`config.mk`:
```
export PLATFORM = sky130hd
export DESIGN_NAME = max_serial
export DESIGN_NICKNAME = d
export VERILOG_FILES = /design/src/rtl/max_serial.sv
export SDC_FILE = /design/constraint.sdc
export NUM_CORES = 1
export LEC_CHECK = 0
export ABC_AREA = 1
export BUFFER_PORTS_ARGS = -buffer_cell sky130_fd_sc_hd__buf_2
export CELL_PAD_IN_SITES_DETAIL_PLACEMENT = 1
export CELL_PAD_IN_SITES_GLOBAL_PLACEMENT = 1
export CORE_AREA = 2 2 52 91
export CTS_CLUSTER_SIZE = 20
export DETAILED_ROUTE_END_ITERATION = 10
export DIE_AREA = 0 0 54 93
export PLACE_DENSITY_LB_ADDON = 0.1
export SLEW_MARGIN = 10
export SYNTH_ARGS = -nofsm -noshare
export SYNTH_HDL_FRONTEND = slang
export SYNTH_SLANG_ARGS = --single-unit
```
`constraint.sdc`:
```
create_clock -name clk -period 2 [get_ports clk]
set_input_delay 0.3 -clock clk [delete_from_list [all_inputs] [get_ports clk]]
set_output_delay 0.3 -clock clk [all_outputs]
set_load 0.05 [all_outputs]
```
`src/rtl/max_serial.sv`:
```
// Serial max reducer: finds the largest of N_CH consecutive accepted
// samples and reports its value and channel index.
module max_serial #(
    parameter int WIDTH  = 8,
    parameter int N_CH   = 10,
    parameter bit SIGNED = 1'b0,
    localparam int IDX_W = (N_CH > 1) ? $clog2(N_CH) : 1
) (
    input  logic             clk,
    input  logic             reset,
    input  logic             clr,
    input  logic [WIDTH-1:0] data_in,
    input  logic             valid_in,
    output logic [WIDTH-1:0] data_out,
    output logic [IDX_W-1:0] idx_out,
    output logic             valid_out,
    output logic             busy
);

    localparam logic [IDX_W-1:0] LAST = IDX_W'(N_CH - 1);

    logic [IDX_W-1:0] cnt;
    logic [IDX_W-1:0] cnt_eff;
    logic [IDX_W-1:0] cnt_nxt;
    logic [WIDTH-1:0] acc_max;
    logic [IDX_W-1:0] acc_idx;
    logic             first;
    logic             last;
    logic             take;

    function automatic logic gt(
        input logic [WIDTH-1:0] a,
        input logic [WIDTH-1:0] b
    );
        if (SIGNED)
            return $signed(a) > $signed(b);
        return a > b;
    endfunction

    // clr folds into the slot position so a sample arriving with clr
    // becomes sample 0 of a fresh frame.
    always_comb begin
        cnt_eff = clr ? '0 : cnt;
        first   = (cnt_eff == '0);
        last    = (cnt_eff == LAST);
        take    = first || gt(data_in, acc_max);
        cnt_nxt = cnt;
        if (valid_in)
            cnt_nxt = last ? '0 : cnt_eff + IDX_W'(1);
        else if (clr)
            cnt_nxt = '0;
    end

    always_ff @(posedge clk) begin
        if (reset) begin
            cnt       <= '0;
            acc_max   <= '0;
            acc_idx   <= '0;
            data_out  <= '0;
            idx_out   <= '0;
            valid_out <= 1'b0;
            busy      <= 1'b0;
        end else begin
            cnt       <= cnt_nxt;
            busy      <= (cnt_nxt != '0);
            valid_out <= valid_in && last;
            if (valid_in) begin
                if (last) begin
                    data_out <= take ? data_in : acc_max;
                    idx_out  <= take ? cnt_eff : acc_idx;
                end else if (take) begin
                    acc_max <= data_in;
                    acc_idx <= cnt_eff;
                end
            end
        end
    end

endmodule

```
==> summary.md <==
| Metric | Value |
|---|---|
| Wire per inst | 13.5 um |
| Clock transition at path regs | 0.07 ns |
| Netlist cell types | 24 |
| Synth Warn # | 0 |
| CTS tree | done |
| Slew HR | 72.1% |
| Critical R2R Launch | acc_max[7] |
| Seq/Total Area, Yosys | 37.1% |
| CP endpoint kind | register |
| Die width | 54 um |
| Worst path slowest cell | dfxtp_1 |
| Area after DPL | 1790 um2 |
| DRT iter0 DRCs | 13 |
| Layout area overhead | 17.2% |
| Slew @ Worst Pin | 0.418 ns |
| CP peak stage delay | 0.34 ns |
| Leading area contributor after synthesis | dfxtp_1 |
| I/O Buffers | 25 |
| Top post-synthesis cells by area | dfxtp_1 (37%), nand2_1 (20%), nand3_1 (8.3%), inv_1 (7.9%), ha_1 (6.2%) |
| Cell chain of the critical path | inv_1 > ha_1 > nand2_1 > nor2_1 > nand4_1 > nand2_2 > nand2_2 > nand2_1 > nand3_1 > nand2_1 > inv_1 |
| Die area | 5020 um2 |
| Hold Path End | acc_max[1] |
| Yosys top cell area share | 37.1% |
| Worst Setup Path Type | reg2reg |
| Ports | 26 |
| Via/cell ratio | 4.81 |
| Core area | 4320 um2 |
| Syn nets | 258 |
| TNS Setup | 0 ns |
| N_diodes | 0 |
| Number of global-route vias before repair | 1602 |
| Final Net Count | 289 |
| Terminus of the critical flop-to-flop path | acc_max[5] |
| Pwr dens | 717 nW/um2 |
| Final Hold Viols | 0 |
| Most frequent CP cell | nand2_1 |
| Hold WS | 0.340 ns |
| Chip Height | 93 um |
| Static Leak | 1.08 nW |
| HP Class | in2reg |
| CTS HTree Levels | 2 |
| Global route overflow | 0 |
| Drc violations | 0 |
| R2r setup slk | 0.19 ns |
| Avg Cell Area, Syn | 6.81 um2 |
| Synth Instances | 238 |
| Cells on worst reg2reg path | 11 |
| Hold depth | 5 |
| Final HPWL DP | 3.39 mm |
| Mapped Area | 1620 um2 |
| Tcrit/Tclk final | 90.6% |
| Total clock buffers created by CTS | 5 |
| CTS sink count | 30 |
| Starting density of the core | 37.5% |
| Clk_skew | 0.00610 ns |
| Largest net degree at the start of global routing | 19 |
| Max Root-Sink Buffers | 2 |
| Overall global routing resource usage | 20.1% |
| CP Data Arrival Time | 2.01 ns |
| Outcome | finished clean |
| Max-slew violation count | 0 |
| Worst path top cell family by delay | simple AND/OR/NAND/NOR gates |
| Post-route ant nets | 0 |
| Max Freq | 552 MHz |
| FP Rows | 32 |
| Root Driver | clkbuf_8 |
| WP buf/inv | 2 |
| RSZ-0062 raised after global routing | false |
| Layout cell share with drive strength beyond 1 | 20.4% |
| TritonRoute pass-1 iters | 4 |
| Maxcap violations | 0 |
| Clk_lat worst skew | 0.29 ns |
| Initial antenna violation count | 0 |
| Period minus WS final | 1.81 ns |
| Worst vdd ir | 0.000421 V |
| Worst-path maximum fanout | 10 |
| Seq cells post-synth | 30 |
| Hold Buf Count CTS | 0 |
| First-pass GRT wire length | 7.15 mm |
| Final non-filler cell area | 1900 um2 |
| Drt total wl | 4.35 mm |
| Final setup viols | 0 |
| Worst Setup Start Kind | register |
| CP Data Required Time | 2.20 ns |
| Worst hold start | data_in[1] |
| Vias post-DR | 1543 |
| Placer congestion estimate | 0.725 |
## cell families (layout without fill, tap and decap cells)
| group | count (synthesis) | after routing | share of synthesized area [%] |
|---|---|---|---|
| flip-flops | 30 | 30 | 37.1 |
| AO/OA/AOI/OAI | 18 | 18 | 6.02 |
| buffers and inverters | 45 | 77 | 12.0 |
| XOR/XNOR | 1 | 1 | 0.541 |
| adder cells (fa/ha/maj) | 8 | 8 | 6.18 |
| AND/OR/NAND/NOR | 136 | 136 | 38.1 |
## where the power goes
part	switching, mW	internal, mW	leakage (nW)
Combinational	0.136	0.0734	0.786
Clock	0.248	0.276	0.0472
Sequential	0.0108	0.618	0.245
## worst max path at each step
stage	from	endpoint	slack, ns	cells after the start
finish	acc_max[7]	acc_max[5]	0.19	11
global route	acc_max[7]	data_out[4]	0.02	11
CTS	acc_max[7]	acc_max[5]	0.12	11
detailed placement	data_in[7]	acc_max[0]	0.11	11
global placement	data_in[1]	acc_max[0]	0.14	14
floorplan	acc_max[7]	acc_max[6]	0.44	11
## per-stage QoR
stage                     std cells  util (%)  setup slack, ns  power (mW)
after floorplan                 238         -            0.443       0.788
after global placement          312      41.5            0.138       0.855
after detailed placement        312      41.5            0.110       0.855
after CTS                       320      43.7            0.120        1.38
after global routing            321      43.9           0.0218        1.44
final                           321      43.9            0.188        1.36
## layout make-up
class	instances	area, um2
multi-input combinational	163	827
clock inverter	2	12.5
fill	572	2420
clock buffer	6	82.6
inverter	38	143
tap	51	63.8
timing repair buffer	31	170
sequential	30	601
## worst min-delay path: stages
cell and delay (ns):
buf_2 0.09, nand2_1 0.06, nand3_1 0.06, nand2_1 0.04
inv_1 0.04
## cell usage after synthesis, drive strengths merged
library cell and count:
a21o 1, a21oi 14, buf 6, clkbuf 1, dfxtp 30, ha 8, inv 38, nand2 90
nand3 27, nand4 3, nor2 12, nor3 4, o21ai 2, o22ai 1, xor2 1
## cell usage in the layout, fill, tap and decap left out, drive strengths merged
cell type  instances
nand2             90
inv               38
nand4              3
clkbuf             6
buf               31
dfxtp             30
nand3             27
a21o               1
nor3               4
xor2               1
a21oi             14
clkinv             1
o22ai              1
nor2              12
ha                 8
clkinvlp           1
o21ai              2
## what timing repair did
item,4_1_cts,5_1_grt
endpoints found under the setup margin,0,15
buffers inserted,0,1
resized for setup,0,1
## flip-flops by register name, summed over array words and instances (netlist names)
signal,cells
acc_idx,4
cnt,4
idx_out,4
acc_max,8
data_out,8
valid_out,1
busy,1
## routing by layer
| metal | track usage, % | routed length [um] |
|---|---|---|
| met4 | 11.7 | 178 |
| met3 | 3.35 | 128 |
| met2 | 36.6 | 2440 |
| met5 | 0 | 0 |
| met1 | 19.9 | 1600 |
No activity file was read; power rests on OpenSTA's default activity.
